**config.mk**
```make
export PLATFORM = sky130hd
export DESIGN_NAME = ram_rr_arbiter_flat
export DESIGN_NICKNAME = d
export VERILOG_FILES = /design/src/rtl/ram_rr_arbiter_if.sv /design/src/rtl/ram_rr_arbiter.sv /design/src/flat_wrapper.sv
export SDC_FILE = /design/constraint.sdc
export NUM_CORES = 1
export LEC_CHECK = 0
export CAP_MARGIN = 25
export CORE_AREA = 3 3 85 87
export DETAILED_ROUTE_END_ITERATION = 12
export DIE_AREA = 0 0 88 90
export GPL_ROUTABILITY_DRIVEN = 0
export PLACE_DENSITY = 0.73
export RECOVER_POWER = 100
export SLEW_MARGIN = 15
export SYNTH_ARGS = -nofsm -noshare
export SYNTH_HDL_FRONTEND = slang
export SYNTH_SLANG_ARGS = --single-unit
```
**constraint.sdc**
```tcl
create_clock -name clk -period 1.22 [get_ports clk]
set_input_delay 0.122 -clock clk [delete_from_list [all_inputs] [get_ports clk]]
set_output_delay 0.122 -clock clk [all_outputs]
set_load 0.02 [all_outputs]
```
**src/rtl/ram_rr_arbiter_if.sv**
```systemverilog
// Requester-side bus of the RAM arbiter: one request/grant handshake plus
// the tagged read-return path. The client drives through the master modport
// and the arbiter answers through the slave modport.
interface ram_rr_arbiter_if #(
    parameter int ADDR_W = 5,
    parameter int DATA_W = 32
);
    logic              req;
    logic              we;
    logic [ADDR_W-1:0] addr;
    logic [DATA_W-1:0] wdata;
    logic              gnt;
    logic              rvalid;
    logic [DATA_W-1:0] rdata;

    modport master (
        output req,
        output we,
        output addr,
        output wdata,
        input  gnt,
        input  rvalid,
        input  rdata
    );

    modport slave (
        input  req,
        input  we,
        input  addr,
        input  wdata,
        output gnt,
        output rvalid,
        output rdata
    );
endinterface

```
**src/rtl/ram_rr_arbiter.sv**
```systemverilog
// Two-requester round-robin arbiter in front of a single-port synchronous RAM.
// At most one access per cycle goes to the RAM; the grant is combinational so
// the winning access is issued in the same cycle it is granted. Read data
// comes back RD_LAT cycles later and is steered to its requester by an
// owner/valid shift pipeline that mirrors the RAM read latency.
module ram_rr_arbiter #(
    parameter int ADDR_W = 5,
    parameter int DATA_W = 32,
    parameter int RD_LAT = 1
) (
    input  logic                 clk,
    input  logic                 rst,
    ram_rr_arbiter_if.slave      a,
    ram_rr_arbiter_if.slave      b,
    output logic                 ram_en,
    output logic                 ram_we,
    output logic [ADDR_W-1:0]    ram_addr,
    output logic [DATA_W-1:0]    ram_din,
    input  logic [DATA_W-1:0]    ram_dout,
    output logic                 busy
);

    localparam int LAST = RD_LAT - 1;

    // Identifies a requester; also used as the round-robin pointer value
    // naming the requester that wins the next tie.
    typedef enum logic {
        OWNER_A = 1'b0,
        OWNER_B = 1'b1
    } owner_e;

    owner_e              prio;
    logic                a_win;
    logic                b_win;
    logic                issue_read;
    owner_e              issue_owner;
    logic [RD_LAT-1:0]   pipe_valid;
    owner_e              pipe_owner [RD_LAT];
    logic                ret_valid;
    owner_e              ret_owner;

    // Combinational arbitration: a lone requester always wins, a tie goes to
    // the requester named by prio, and nothing is granted while in reset.
    always_comb begin
        a_win = 1'b0;
        b_win = 1'b0;
        if (!rst) begin
            unique case ({a.req, b.req})
                2'b10:   a_win = 1'b1;
                2'b01:   b_win = 1'b1;
                2'b11: begin
                    a_win = (prio == OWNER_A);
                    b_win = (prio == OWNER_B);
                end
                default: ;
            endcase
        end
    end

    assign a.gnt = a_win;
    assign b.gnt = b_win;

    // Round-robin pointer: after a grant the other requester is favoured,
    // and an idle cycle leaves the pointer where it was.
    always_ff @(posedge clk) begin
        if (rst) begin
            prio <= OWNER_A;
        end else if (a_win) begin
            prio <= OWNER_B;
        end else if (b_win) begin
            prio <= OWNER_A;
        end
    end

    // RAM drive muxed from the winner; everything idles at zero without a grant.
    always_comb begin
        ram_en   = 1'b0;
        ram_we   = 1'b0;
        ram_addr = '0;
        ram_din  = '0;
        if (a_win) begin
            ram_en   = 1'b1;
            ram_we   = a.we;
            ram_addr = a.addr;
            ram_din  = a.wdata;
        end else if (b_win) begin
            ram_en   = 1'b1;
            ram_we   = b.we;
            ram_addr = b.addr;
            ram_din  = b.wdata;
        end
    end

    // Classify the access issued this cycle for the return pipeline: only
    // granted reads occupy a slot, and the owner tag follows the winner.
    always_comb begin
        issue_read  = 1'b0;
        issue_owner = OWNER_A;
        if (a_win) begin
            issue_read  = ~a.we;
            issue_owner = OWNER_A;
        end else if (b_win) begin
            issue_read  = ~b.we;
            issue_owner = OWNER_B;
        end
    end

    // Valid bits of the return pipeline; reset drops every read in flight.
    always_ff @(posedge clk) begin
        if (rst) begin
            pipe_valid <= '0;
        end else begin
            pipe_valid[0] <= issue_read;
            for (int i = 1; i < RD_LAT; i++) begin
                pipe_valid[i] <= pipe_valid[i-1];
            end
        end
    end

    // Owner tags travel alongside the valid bits; they are only looked at
    // when the matching valid bit is set, so they need no reset.
    always_ff @(posedge clk) begin
        pipe_owner[0] <= issue_owner;
        for (int i = 1; i < RD_LAT; i++) begin
            pipe_owner[i] <= pipe_owner[i-1];
        end
    end

    // The last pipeline stage lines up with ram_dout. A read reaching the end
    // during the reset cycle is suppressed so that reads in flight at reset
    // never surface.
    always_comb begin
        ret_valid = pipe_valid[LAST] & ~rst;
        ret_owner = pipe_owner[LAST];
    end

    // Steer returning data to its owner; rdata stays zero whenever rvalid is low.
    always_comb begin
        a.rvalid = 1'b0;
        a.rdata  = '0;
        b.rvalid = 1'b0;
        b.rdata  = '0;
        if (ret_valid) begin
            if (ret_owner == OWNER_A) begin
                a.rvalid = 1'b1;
                a.rdata  = ram_dout;
            end else begin
                b.rvalid = 1'b1;
                b.rdata  = ram_dout;
            end
        end
    end

    assign busy = |pipe_valid;

    // Both requesters must never be granted in the same cycle.
    gnt_onehot: assert property (@(posedge clk) !(a_win && b_win));

endmodule

```
**src/flat_wrapper.sv**
```systemverilog
// flat-port wrapper written by rule: the top's interface ports become plain ports
module ram_rr_arbiter_flat 
#(
    parameter int ADDR_W = 5,
    parameter int DATA_W = 32,
    parameter int RD_LAT = 1
)
  (clk, rst, ram_en, ram_we, ram_addr, ram_din, ram_dout, busy, a_req, a_we, a_addr, a_wdata, a_gnt, a_rvalid, a_rdata, b_req, b_we, b_addr, b_wdata, b_gnt, b_rvalid, b_rdata);
  ram_rr_arbiter_if #(.ADDR_W(ADDR_W), .DATA_W(DATA_W)) a_i ();
  ram_rr_arbiter_if #(.ADDR_W(ADDR_W), .DATA_W(DATA_W)) b_i ();
  input  logic clk;
  input  logic rst;
  output logic ram_en;
  output logic ram_we;
  output logic [ADDR_W-1:0] ram_addr;
  output logic [DATA_W-1:0] ram_din;
  input  logic [DATA_W-1:0] ram_dout;
  output logic busy;
  input wire logic [$bits(a_i.req)-1:0] a_req;
  input wire logic [$bits(a_i.we)-1:0] a_we;
  input wire logic [$bits(a_i.addr)-1:0] a_addr;
  input wire logic [$bits(a_i.wdata)-1:0] a_wdata;
  output wire logic [$bits(a_i.gnt)-1:0] a_gnt;
  output wire logic [$bits(a_i.rvalid)-1:0] a_rvalid;
  output wire logic [$bits(a_i.rdata)-1:0] a_rdata;
  input wire logic [$bits(b_i.req)-1:0] b_req;
  input wire logic [$bits(b_i.we)-1:0] b_we;
  input wire logic [$bits(b_i.addr)-1:0] b_addr;
  input wire logic [$bits(b_i.wdata)-1:0] b_wdata;
  output wire logic [$bits(b_i.gnt)-1:0] b_gnt;
  output wire logic [$bits(b_i.rvalid)-1:0] b_rvalid;
  output wire logic [$bits(b_i.rdata)-1:0] b_rdata;
  assign a_i.req = a_req;
  assign a_i.we = a_we;
  assign a_i.addr = a_addr;
  assign a_i.wdata = a_wdata;
  assign a_gnt = a_i.gnt;
  assign a_rvalid = a_i.rvalid;
  assign a_rdata = a_i.rdata;
  assign b_i.req = b_req;
  assign b_i.we = b_we;
  assign b_i.addr = b_addr;
  assign b_i.wdata = b_wdata;
  assign b_gnt = b_i.gnt;
  assign b_rvalid = b_i.rvalid;
  assign b_rdata = b_i.rdata;
  ram_rr_arbiter #(.ADDR_W(ADDR_W), .DATA_W(DATA_W), .RD_LAT(RD_LAT)) u_core (.clk(clk), .rst(rst), .a(a_i), .b(b_i), .ram_en(ram_en), .ram_we(ram_we), .ram_addr(ram_addr), .ram_din(ram_din), .ram_dout(ram_dout), .busy(busy));
endmodule
```
## Word-level counts from Yosys, hierarchy flattened

Memories as Yosys holds them, arrays and structs flattened.
Index checks and enable logic that the tools add are counted.

- Memories kept: 1
- Output and inout port bits: 108
- Word-level logic and storage cells: 37
- Bits in read-only memories: 0
- Bits in registers: 2
- Bits in latches: 0
- Memory bits (writable): 1

Memories:

| memory | words | bits a word | rd ports | clocked after memory_dff | wr ports | line | text |
|---|---|---|---|---|---|---|---|
| u_core.pipe_owner | 1 | 1 | 1 | 0 | 1 | ram_rr_arbiter.sv:38 | `owner_e pipe_owner [RD_LAT];` |

- Order comparisons: 0
- Shifts and indexed selects: 0
- Reductions and logical operators: 1
- Equal/unequal tests: 3
- Add/subtract/negate cells: 0
- Muxes and demuxes: 25
- Multipliers: 0
- Div/mod/pow operators: 0
- Bitwise logic cells: 5

Operator list:

| kind | count |
|---|---|
| 32-bit two-way mux | 6 |
| 1-bit two-way mux | 15 |
| 5-bit two-way mux | 2 |
| 2-bit equality test, second input constant | 2 |
| 1-bit NOT | 4 |
| 1-bit case mux with 2 select lines | 2 |
| 2-bit by 1-bit equality test with 1-bit output, second input constant | 1 |
| 2-bit nonzero test | 1 |
| 1-bit bitwise AND | 1 |

## Logic depth before layout (Yosys ltp)

Gate-level depths: netlist of the first run.

- Word-level depth: 5
- Gate-level depth with buffers: 5

## Worst setup path after synthesis of the first run

No wires, ideal clock.

- Path kind: reg2out
- Start: register u_core.pipe_valid (netlist: u_core.busy)
- End: output a_rdata[22]
- Cell stages (with the launch flop): 4
- Slack: -0.118 ns
- Arrival: 1.216 ns
- Path buffers: 1
- Required time: 1.098 ns
- Cells stage by stage: dfxtp_1 nor3b_2 buf_2 and2_1

- Word-level cells in the longest chain between the ends: 2

RTL lines:

| element | line | text |
|---|---|---|
| from (decl) | ram_rr_arbiter.sv:37 | `logic [RD_LAT-1:0] pipe_valid;` |
| from (signal, indexed assignment) | ram_rr_arbiter.sv:115 | `pipe_valid[i] <= pipe_valid[i-1];` |
| 1-bit bitwise AND | ram_rr_arbiter.sv:133 | `ret_valid = pipe_valid[LAST] & ~rst;` |
| 32-bit two-way mux | ram_rr_arbiter.sv:143 | `if (ret_valid) begin` |
| to (decl) | flat_wrapper.sv:25 | `output wire logic [$bits(a_i.rdata)-1:0] a_rdata;` |

No other way between the ends.

## Worst setup path in the final report of the first run

- Start: register u_core.prio
- End: output ram_din[30]

- Word-level cells in the longest chain between the ends: 4
- Elaborated cells on any way between the ends: 7
- Those cells by class: mux (6); bitwise (1)

RTL lines:

| element | line | text |
|---|---|---|
| from (decl) | ram_rr_arbiter.sv:32 | `owner_e prio;` |
| from (signal assigned) | ram_rr_arbiter.sv:67 | `prio <= OWNER_A;` |
| from (signal assigned) | ram_rr_arbiter.sv:69 | `prio <= OWNER_B;` |
| from (signal assigned) | ram_rr_arbiter.sv:71 | `prio <= OWNER_A;` |
| 1-bit case mux with 2 select lines or 1-bit NOT (tied branches) | ram_rr_arbiter.sv:48, ram_rr_arbiter.sv:52 |  |
| 1-bit two-way mux or 1-bit case mux with 2 select lines (tied branches) | ram_rr_arbiter.sv:47, ram_rr_arbiter.sv:48 |  |
| 32-bit two-way mux or 1-bit two-way mux (tied branches) | ram_rr_arbiter.sv:86, ram_rr_arbiter.sv:47 |  |
| 32-bit two-way mux * | ram_rr_arbiter.sv:81 | `if (a_win) begin` |
| to (decl) | flat_wrapper.sv:16 | `output logic [DATA_W-1:0] ram_din;` |

Mark *: on every way between the ends. The rest lies on a longest branch, timed or not.

==> results.py, run 1 <==
metrics = {
    "place": {
        "io_buffers": 219,
        "placedCellCount": 475,
        "dp_hpwl_um": 6235,
        "place_ws_ns": -0.7546,
    },
    "worst_setup_path": {
        "cp_data_arrival_time_ns": 1.37,
        "critical_path_class": "register to output port",
        "cp_top_family": "flip-flops",
        "path_cells": "nand2b_4, clkbuf_16, a32oi_2, nor2_2, buf_2",
        "cp-start-kind": "register",
        "cp.buffers_inverters": 2,
        "critPathRequiredTime_ns": 1.10,
        "endpoint_kind": "output port",
        "cp_max_fo": 5,
        "critPathMaxStageDelay_ns": 0.35,
        "slowest_stage": "dfxtp_4",
    },
    "power_and_ir_drop": {
        "irDropWorstVdd_v": 0.0003381,
        "p_leak_nw": 1.979,
        "seq_power_share_pct": 5.8,
        "power.total_w": 0.001958,
        "p_sw_w": 0.0007136,
        "p_clk_share_pct": 14.9,
        "p_sw_share_pct": 36.44,
        "p_per_area_mw_per_mm2": 422.4,
        "p_comb_share_pct": 79.3,
        "intPower_w": 0.001245,
    },
    "timing": {
        "final_max_slew_viol_count": 0,
        "rsz0062_at_grt": "true",
        "setup_viol_count_final": 105,
        "fmax_mhz": 671.9,
        "period_needed_ns": 1.488,
        "skew_ns": 0.004380,
        "final.setup.tns_ns": -20.59,
        "hold_viol": 0,
        "worstMarginPinSlew_ns": 0.2048,
        "setup_slack_ns": -0.2684,
        "finalCritPeriodShare_pct": 122.0,
        "relSlewSlack_pct": 86.35,
    },
    "status": {
        "violations": "setup timing",
        "outcome": "complete, but fails checks",
    },
    "logic_synthesis": {
        "synth_area_leaders": "and2_1, a32oi_1, nor2_1",
        "syn_inst": 183,
        "synth_cell_type_count": 19,
        "synthAdderAreaFrac_pct": 0,
        "synth.area.mux_share_pct": 0,
        "synth-seq-area-share_pct": 4.984,
        "synth_area_per_cell_um2": 6.584,
        "netlist_area_mm2": 0.001205,
        "yosysTopAreaCell": "and2_1",
        "synth_compound_area_share_pct": 30.84,
        "synth_top_area_share_pct": 32.19,
        "synth-simple-area-share_pct": 51.30,
        "synth_top_family_by_area": "simple AND/OR/NAND/NOR gates",
        "yosys_warnings": 0,
        "syn_nets": 295,
        "ys_seq_elements": 3,
        "synth-xor-area-share_pct": 0,
    },
    "clock_tree": {
        "cts_tree": "built",
        "clockBufferDepth": 2,
        "cts-root-buf": "clkbuf_8",
        "clk_pin_slew_ns": 0.03,
        "clock_latency_ns": 0.22,
        "cts_max_level": 1,
        "cts_buffers": 3,
        "clock-sinks": 3,
    },
    "worst_hold_path": {
        "hp-class": "input pin to register",
    },
    "flow_run": {
        "drv_cap": 0,
    },
    "finish": {
        "drive_above_1_share_pct": 68.31,
        "final_util_pct": 72.20,
        "layout.nets": 539,
        "final_cells": 503,
        "fill_cells": 476,
        "n_antenna_cell": 0,
        "syn2layout_area_growth_pct": 284.8,
    },
    "die": {
        "dieWidth_um": 88,
        "io_pins": 220,
        "die_h_um": 90,
        "row_count": 29,
        "die-area_mm2": 0.007920,
        "fp.coreArea_mm2": 0.006422,
        "initial_core_util_pct": 18.76,
    },
    "global_route": {
        "grt_pass1_vias": 2451,
        "grt_pass1_wl_um": 12790,
        "grt_overflow_total": 0,
        "antenna_found_initial": 0,
        "grt_max_degree": 23,
        "grt_usage_pct": 20.13,
    },
    "routing": {
        "detail_route.first_pass.iterations": 4,
        "drc": 0,
        "drtIter0Drc": 43,
        "routed_wl_um": 9122,
        "via_per_inst": 4.831,
        "ant_nets": 0,
        "dr_total_vias": 2430,
        "wl_per_cell_um": 18.14,
    },
}
registers in the layout, indices dropped and copies added, names as in the netlist:
signal	count
u_core.busy	1
u_core.pipe_owner	1
u_core.prio	1
kinds of logic after synthesis:
kind of cell,after synthesis
buffers and inverters,24
flip-flops,3
AND/OR/NAND/NOR,115
AO/OA/AOI/OAI,41
what timing repair did:
item	4_1_cts	5_1_grt
hold buffers	0	0
setup endpoints to repair	109	108
gates cloned	9	7
pin swaps	32	40
buffers inserted	7	2
resized for setup	673	78
through the flow:
step / hold WS [ns] / cell area, µm²
after floorplan: 0.2084 / 1326
after global placement: 0.4973 / 3677
after detailed placement: 0.4950 / 3677
after CTS: 0.2591 / 4203
after global routing: 0.2747 / 4637
final: 0.2639 / 4637
cell usage after synthesis:
cell       n
nand2b_4   1
clkbuf_1   5
and2_1    62
buf_8      1
buf_6      5
nor2b_1    1
nor2_1    44
clkbuf_2   2
a211oi_1   1
a32oi_1   38
and3b_1    1
buf_2     11
dfxtp_1    3
nand2_1    3
nor3_1     1
a21boi_4   1
nor3b_1    1
nor3b_2    1
o31ai_2    1
area by class of cell:
type | count | area (µm²) | share of cell area [%]
multi-input cells | 157 | 1481 | 31.95
clock buffers | 4 | 45.04 | 0.9714
repair buffers | 262 | 2945 | 63.52
flip-flops and latches | 3 | 68.82 | 1.484
well taps | 77 | 96.34 | 2.078
worst paths after layout:
path / startpoint / endpoint / slack, ns / cells past startpoint
hold reg to reg: u_core.prio / u_core.prio / 0.57 / 2
hold / removal: rst / u_core.pipe_owner[0] / 0.26 / 3
setup / recovery: u_core.prio / ram_din[30] / -0.27 / 5
setup reg to reg: u_core.prio / u_core.busy / 0.06 / 5
worst register-to-register path: stages (launching register included):
cell	delay (ns)
dfxtp_4	0.36
nand2b_4	0.21
buf_6	0.14
nand2_4	0.06
buf_4	0.14
o31ai_2	0.15
cell usage in the layout (no fill, tap or decap), types with 2 or more instances in the layout:
cell               n
buf_6            108
clkdlybuf4s50_1  108
and2_4            50
a32oi_2           32
nor2_2            30
buf_4             21
nor2_1            13
and2_2            12
buf_12             8
a32oi_1            6
buf_16             6
clkbuf_16          5
clkbuf_8           3
nand2b_4           2
nand2_1            2
buf_2              2
clkbuf_2           2
dfxtp_4            2
routing by layer:
metal	up-vias	share of wire, %	global-route usage [%]
li1	1153	-	-
met1	1131	35	19.97
met2	138	55	39.20
met3	8	9.5	6.581
met4	0	0.83	4.348
met5	-	0	0
power by group through the flow:
stage               logic (W)  clock network [W]  registers, W
finish                0.00155           0.000291      0.000113
global route          0.00163           0.000309      0.000114
CTS                   0.00136           0.000300      0.000114
detailed placement    0.00119                  0      0.000116
global placement      0.00117                  0      0.000116
floorplan            0.000478                  0      0.000117
(Power assumes the default switching activity.)
==> run 2: changes to the inputs <==
--- a/config.mk
+++ b/config.mk
@@ -6,12 +6,12 @@
 export NUM_CORES = 1
 export LEC_CHECK = 0
 export CAP_MARGIN = 25
-export CORE_AREA = 3 3 85 87
+export CORE_AREA = 3 3 95 70
 export DETAILED_ROUTE_END_ITERATION = 12
-export DIE_AREA = 0 0 88 90
+export DIE_AREA = 0 0 98 73
 export GPL_ROUTABILITY_DRIVEN = 0
-export PLACE_DENSITY = 0.73
-export RECOVER_POWER = 100
+export PLACE_DENSITY = 0.81
+export RECOVER_POWER = 25
 export SLEW_MARGIN = 15
 export SYNTH_ARGS = -nofsm -noshare
 export SYNTH_HDL_FRONTEND = slang
==> run 2 against run 1 <==
  * The flow still finishes with violations (setup timing)
  * Power decreased by 1.6%
  * Worst setup slack got worse by 0.022 ns
  * Clock power about the same
  * Die area decreased by 9.7%
  * Register-to-register slack improved by 0.02 ns
  * Wire length increased by 2.1%
  * Worst hold slack improved by 0.16 ns
  * Count of clock-buffer cells in the layout unchanged
  * Final cell count decreased by 0.40%
  * Fmax decreased by 1.4%
  * Critical path depth increased by 1
  * Core utilization increased by 7.8 points
  * Largest cell class unchanged
==> results.py, run 2 (synthesized netlist as in run 1, its figures left out) <==
metrics = {
    "routing": {
        "ant_nets": 0,
        "via_per_inst": 4.850,
        "drtIter0Drc": 44,
        "wl_met3_um": 729,
        "routed_wl_um": 9315,
        "m1WireLength_um": 3269,
        "route.met2.wl_um": 5077,
        "detail_route.first_pass.iterations": 4,
        "dr_total_vias": 2430,
        "highest_layer": "met4",
        "drc": 0,
        "wl_per_cell_um": 18.59,
    },
    "timing": {
        "setup_slack_ns": -0.2901,
        "final_max_slew_viol_count": 0,
        "worstMarginPinSlew_ns": 0.3473,
        "skew_ns": 0.0001804,
        "rsz0062_at_grt": "true",
        "relSlewSlack_pct": 76.85,
        "period_needed_ns": 1.510,
        "hold_viol": 0,
        "finalCritPeriodShare_pct": 123.8,
        "fmax_mhz": 662.2,
        "final.setup.tns_ns": -22.47,
        "setup_viol_count_final": 104,
    },
    "global_route": {
        "grt_pass1_vias": 2370,
        "grt_max_degree": 25,
        "grt_pass1_wl_um": 12250,
        "antenna_found_initial": 0,
        "grt_overflow_total": 0,
        "grt_usage_pct": 21.25,
    },
    "die": {
        "die_h_um": 73,
        "dieWidth_um": 98,
        "initial_core_util_pct": 21.04,
        "die-area_mm2": 0.007154,
        "fp.coreArea_mm2": 0.005727,
        "io_pins": 220,
        "row_count": 23,
    },
    "worst_setup_path": {
        "ff2ff_path_depth": 5,
        "endpoint_kind": "output port",
        "reg2reg_slack_ns": 0.08,
        "cp_max_fo": 5,
        "regToRegEndpoint": "u_core.busy",
        "critical_path.startpoint": "u_core.prio",
        "critical_path_class": "register to output port",
        "cp_data_arrival_time_ns": 1.39,
        "critPathRequiredTime_ns": 1.10,
        "cp-start-kind": "register",
        "worstReg2RegStart": "u_core.prio",
        "worstSetupEndpoint": "ram_din[24]",
    },
    "flow_run": {
        "drv_cap": 0,
    },
    "finish": {
        "fill_cells": 358,
        "layout.nets": 539,
        "layout.cells.most_common_list": "clkdlybuf4s50_1, buf_6, and2_4",
        "layout_commonest_cell": "clkdlybuf4s50_1",
        "drive_above_1_share_pct": 67.84,
        "final_cells": 501,
        "design_area_mm2": 0.004582,
        "syn2layout_area_growth_pct": 280.3,
        "n_antenna_cell": 0,
    },
    "place": {
        "placedCellCount": 473,
        "io_buffers": 219,
        "place_ws_ns": -0.7841,
        "dpl_cell_area_mm2": 0.003675,
        "dp_hpwl_um": 5949,
    },
    "power_and_ir_drop": {
        "p_leak_nw": 1.954,
        "power.total_w": 0.001927,
        "irDropWorstVdd_v": 0.0002688,
        "p_per_area_mw_per_mm2": 420.6,
    },
    "clock_tree": {
        "cts_max_level": 1,
        "clock_latency_ns": 0.22,
        "cts_tree": "built",
        "clk_pin_slew_ns": 0.03,
        "cts_buffers": 3,
        "cts-root-buf": "clkbuf_8",
        "clockBufferDepth": 2,
        "clock-sinks": 3,
    },
    "worst_hold_path": {
        "min_from": "b_req",
        "hp-class": "input pin to register",
    },
    "status": {
        "outcome": "complete, but fails checks",
        "violations": "setup timing",
    },
}
run 2: cell count changes in the layout (fill, tap and decap cells not counted), moves of 2 or more:
cell,before,now
a32oi_1,6,8
buf_6,108,106
buf_4,21,26
and2_2,12,4
dlygate4sd2_1,1,3
a32oi_4,0,2
and2_4,50,58
a32oi_2,32,28
buf_16,6,2
run 2: how the worst min path moves through the flow:
stage                           endpoint  slack, ns  cells past startpoint
CTS                 u_core.pipe_owner[0]       0.47                      4
finish                       u_core.prio       0.43                      3
global placement             u_core.prio       0.62                      2
global route                 u_core.prio       0.45                      3
detailed placement           u_core.prio       0.63                      2
floorplan                    u_core.busy       0.21                      1
run 2: layout make-up:
| class | count | area, µm² | area share (%) |
|---|---|---|---|
| repair buffers | 263 | 2887 | 63.00 |
| well taps | 75 | 93.84 | 2.048 |
| clock buffers | 4 | 45.04 | 0.9831 |
| flip-flops and latches | 3 | 68.82 | 1.502 |
| multi-input cells | 156 | 1488 | 32.47 |
run 2: report_power, final:
group          internal [W]  switching [W]
Combinational      0.000886       0.000639
Sequential         0.000105     0.00000770
Clock              0.000223      0.0000665
Total               0.00121       0.000713
run 2: worst max-delay path, stage by stage (launching register included):
cell	delay (ns)
dfxtp_4	0.35
a21boi_4	0.18
buf_6	0.18
clkbuf_16	0.16
a32oi_2	0.05
nor2_2	0.12
buf_6	0.13
run 2: what timing repair did:
item	in CTS	in global routing
pin swaps	4	49
gates resized for setup	543	215
setup endpoints to repair	109	106
hold buffers	0	0
setup buffers	7	8
gates cloned	7	7
run 2: through the flow:
step	utilization (%)	hold WS, ns
5_1_grt	80.01	0.4505
3_3_place_gp	64.17	0.6243
2_1_floorplan	-	0.2084
6_report	80.01	0.4286
3_5_place_dp	64.17	0.6316
4_1_cts	70.99	0.4669
run 2: metal layers:
metal / vias up / global-route usage [%]
li1: 1148 / -
met4: 0 / 8.141
met5: - / 0
met1: 1120 / 22.00
met3: 24 / 4.776
met2: 138 / 42.01
==> run 3: changes to the inputs <==
--- a/config.mk
+++ b/config.mk
@@ -7,12 +7,15 @@
 export LEC_CHECK = 0
 export CAP_MARGIN = 25
 export CORE_AREA = 3 3 95 70
+export CTS_CLUSTER_DIAMETER = 50
 export DETAILED_ROUTE_END_ITERATION = 12
 export DIE_AREA = 0 0 98 73
 export GPL_ROUTABILITY_DRIVEN = 0
+export GPL_TIMING_DRIVEN = 0
 export PLACE_DENSITY = 0.81
 export RECOVER_POWER = 25
 export SLEW_MARGIN = 15
 export SYNTH_ARGS = -nofsm -noshare
 export SYNTH_HDL_FRONTEND = slang
 export SYNTH_SLANG_ARGS = --single-unit
+export TNS_END_PERCENT = 20
==> run 3 against run 2 <==
  * The flow still finishes with violations (setup timing)
  * Power fell by 19%
  * Count of clock-buffer cells in the layout did not move
  * Flip-flop and latch count did not move
  * Clock skew rose by 0.00096 ns
  * Critical path depth did not move
  * Sequential power barely moved
  * Combinational power fell by 25%
  * Sequential share of layout area rose by 0.31 points
  * Core utilization fell by 16 points
  * Final cell count fell by 2.8%
  * Register-to-register slack improved by 0.12 ns
  * First-iteration DRC count rose by 66%
  * Critical endpoint is now ram_din[23]
  * Largest cell class unchanged
==> results.py, run 3 (synthesized netlist as in run 1, its figures left out) <==
metrics = {
    "status": {
        "outcome": "complete, but fails checks",
        "violations": "setup timing",
    },
    "timing": {
        "finalCritPeriodShare_pct": 126.6,
        "setup_viol_count_final": 104,
        "final_max_slew_viol_count": 0,
        "relSlewSlack_pct": 70.79,
        "period_needed_ns": 1.545,
        "fmax_mhz": 647.3,
        "worstMarginPinSlew_ns": 0.4382,
        "skew_ns": 0.001145,
        "hold_viol": 0,
        "rsz0062_at_grt": "true",
        "setup_slack_ns": -0.3250,
    },
    "die": {
        "initial_core_util_pct": 21.04,
        "die-area_mm2": 0.007154,
        "row_count": 23,
        "fp.coreArea_mm2": 0.005727,
        "dieWidth_um": 98,
        "die_h_um": 73,
        "io_pins": 220,
    },
    "global_route": {
        "grt_pass1_vias": 2222,
        "antenna_found_initial": 0,
        "grt_overflow_total": 0,
        "grt_pass1_wl_um": 11360,
        "grt_usage_pct": 19.10,
        "grt_max_degree": 11,
    },
    "finish": {
        "syn2layout_area_growth_pct": 204.2,
        "fill_cells": 517,
        "final_cells": 487,
        "drive_above_1_share_pct": 47.33,
        "layout.nets": 525,
        "layout.cells.most_common_list": "clkdlybuf4s50_1, buf_6, buf_4",
        "n_antenna_cell": 0,
        "layout_commonest_cell": "clkdlybuf4s50_1",
    },
    "place": {
        "placedCellCount": 476,
        "dp_hpwl_um": 6282,
        "io_buffers": 218,
    },
    "clock_tree": {
        "clk_pin_slew_ns": 0.03,
        "clock_latency_ns": 0.22,
        "cts_max_level": 1,
        "cts_tree": "built",
        "hold_buffers": 0,
        "cts_buffers": 3,
        "clockBufferDepth": 2,
        "clock-sinks": 3,
        "cts-root-buf": "clkbuf_8",
    },
    "worst_setup_path": {
        "cp-start-kind": "register",
        "path_cells": "nand2b_4, buf_6, buf_8, a32oi_2, nor2_2, buf_4",
        "endpoint_kind": "output port",
        "critical_path_class": "register to output port",
        "critPathRequiredTime_ns": 1.10,
        "cp_max_fo": 10,
        "critPathMaxStageDelay_ns": 0.34,
        "slowest_stage": "dfxtp_2",
        "cp_data_arrival_time_ns": 1.42,
    },
    "power_and_ir_drop": {
        "intPower_w": 0.0009816,
        "p_sw_share_pct": 37.18,
        "p_leak_nw": 1.690,
        "seq_power_share_pct": 7.3,
        "p_per_area_mw_per_mm2": 426.4,
        "p_sw_w": 0.0005810,
        "power.total_w": 0.001563,
        "p_clk_share_pct": 19.3,
        "irDropWorstVdd_v": 0.0002571,
        "p_comb_share_pct": 73.4,
    },
    "routing": {
        "ant_nets": 0,
        "via_per_inst": 4.725,
        "wl_per_cell_um": 16.06,
        "dr_total_vias": 2301,
        "detail_route.first_pass.iterations": 4,
        "drtIter0Drc": 73,
        "drc": 0,
        "routed_wl_um": 7822,
    },
    "worst_hold_path": {
        "hp-class": "input pin to register",
    },
    "flow_run": {
        "drv_cap": 0,
    },
}
run 3: cell count changes in the layout (fill, tap and decap cells not counted), moves of 4 or more:
cell,delta
buf_2,+27
and2_4,-24
nor2_2,-30
and2_1,+24
clkbuf_16,-5
buf_4,+19
buf_6,-52
buf_12,-9
buf_8,+4
nor2_1,+30
a32oi_2,-23
a32oi_1,+25
run 3: critical path, delay by kind of cell (launching register included):
kind	cells	cell delay, ns
AOI/OAI and AO/OA	1	0.23
buffers and inverters	3	0.44
DFF	1	0.34
and+or+nand+nor	2	0.19
run 3: path summary, 6_finish.rpt:
kind / start / endpoint / slack (ns) / cells past startpoint
setup / recovery: u_core.prio / ram_din[23] / -0.32 / 6
hold / removal: b_req / u_core.pipe_owner[0] / 0.27 / 3
setup reg to reg: u_core.prio / u_core.busy / 0.20 / 4
hold reg to reg: u_core.prio / u_core.prio / 0.49 / 1
run 3: metrics by stage:
step	util, %	TNS (ns)	cell area, µm²	hold slack [ns]	worst slack, ns
after CTS	59.89	-20.34	3430	0.2794	-0.3063
after global placement	61.63	-89.82	3530	0.5060	-0.9414
after global routing	63.99	-26.90	3665	0.2991	-0.3783
after detailed placement	61.63	-90.64	3530	0.5088	-0.9570
after floorplan	-	-0.6293	1254	0.2084	-0.05468
final	63.99	-21.31	3665	0.2720	-0.3250
run 3: layout make-up:
| class | count | area, µm² | area share [%] |
|---|---|---|---|
| Tap cell | 75 | 93.84 | 2.561 |
| Clock buffer | 4 | 45.04 | 1.229 |
| Multi-Input combinational cell | 156 | 1145 | 31.24 |
| Sequential cell | 3 | 66.31 | 1.809 |
| Buffer | 23 | 212.7 | 5.804 |
| Timing Repair Buffer | 226 | 2102 | 57.36 |
run 3: repair_timing:
action	4_1_cts	5_1_grt
pin swaps	17	24
setup endpoints to repair	108	107
gates cloned	2	0
hold endpoints to repair	0	0
setup buffers	5	1
resized for setup	548	87
run 3: power by group through the flow:
stage / Clock (W) / Combinational (W) / Sequential (W)
after floorplan: 0 / 0.000445 / 0.000117
after global placement: 0 / 0.00109 / 0.000116
after detailed placement: 0 / 0.00111 / 0.000116
after CTS: 0.000303 / 0.00108 / 0.000113
after global routing: 0.000322 / 0.00121 / 0.000114
final: 0.000302 / 0.00115 / 0.000113
run 3: per-layer routing:
| layer | share of wire [%] | wire length (µm) | global-route usage (%) |
|---|---|---|---|
| met1 | 37 | 2918 | 20.62 |
| met2 | 53 | 4170 | 37.10 |
| met3 | 7.6 | 591 | 4.680 |
| met4 | 1.8 | 142 | 5.684 |
| met5 | 0 | 0 | 0 |
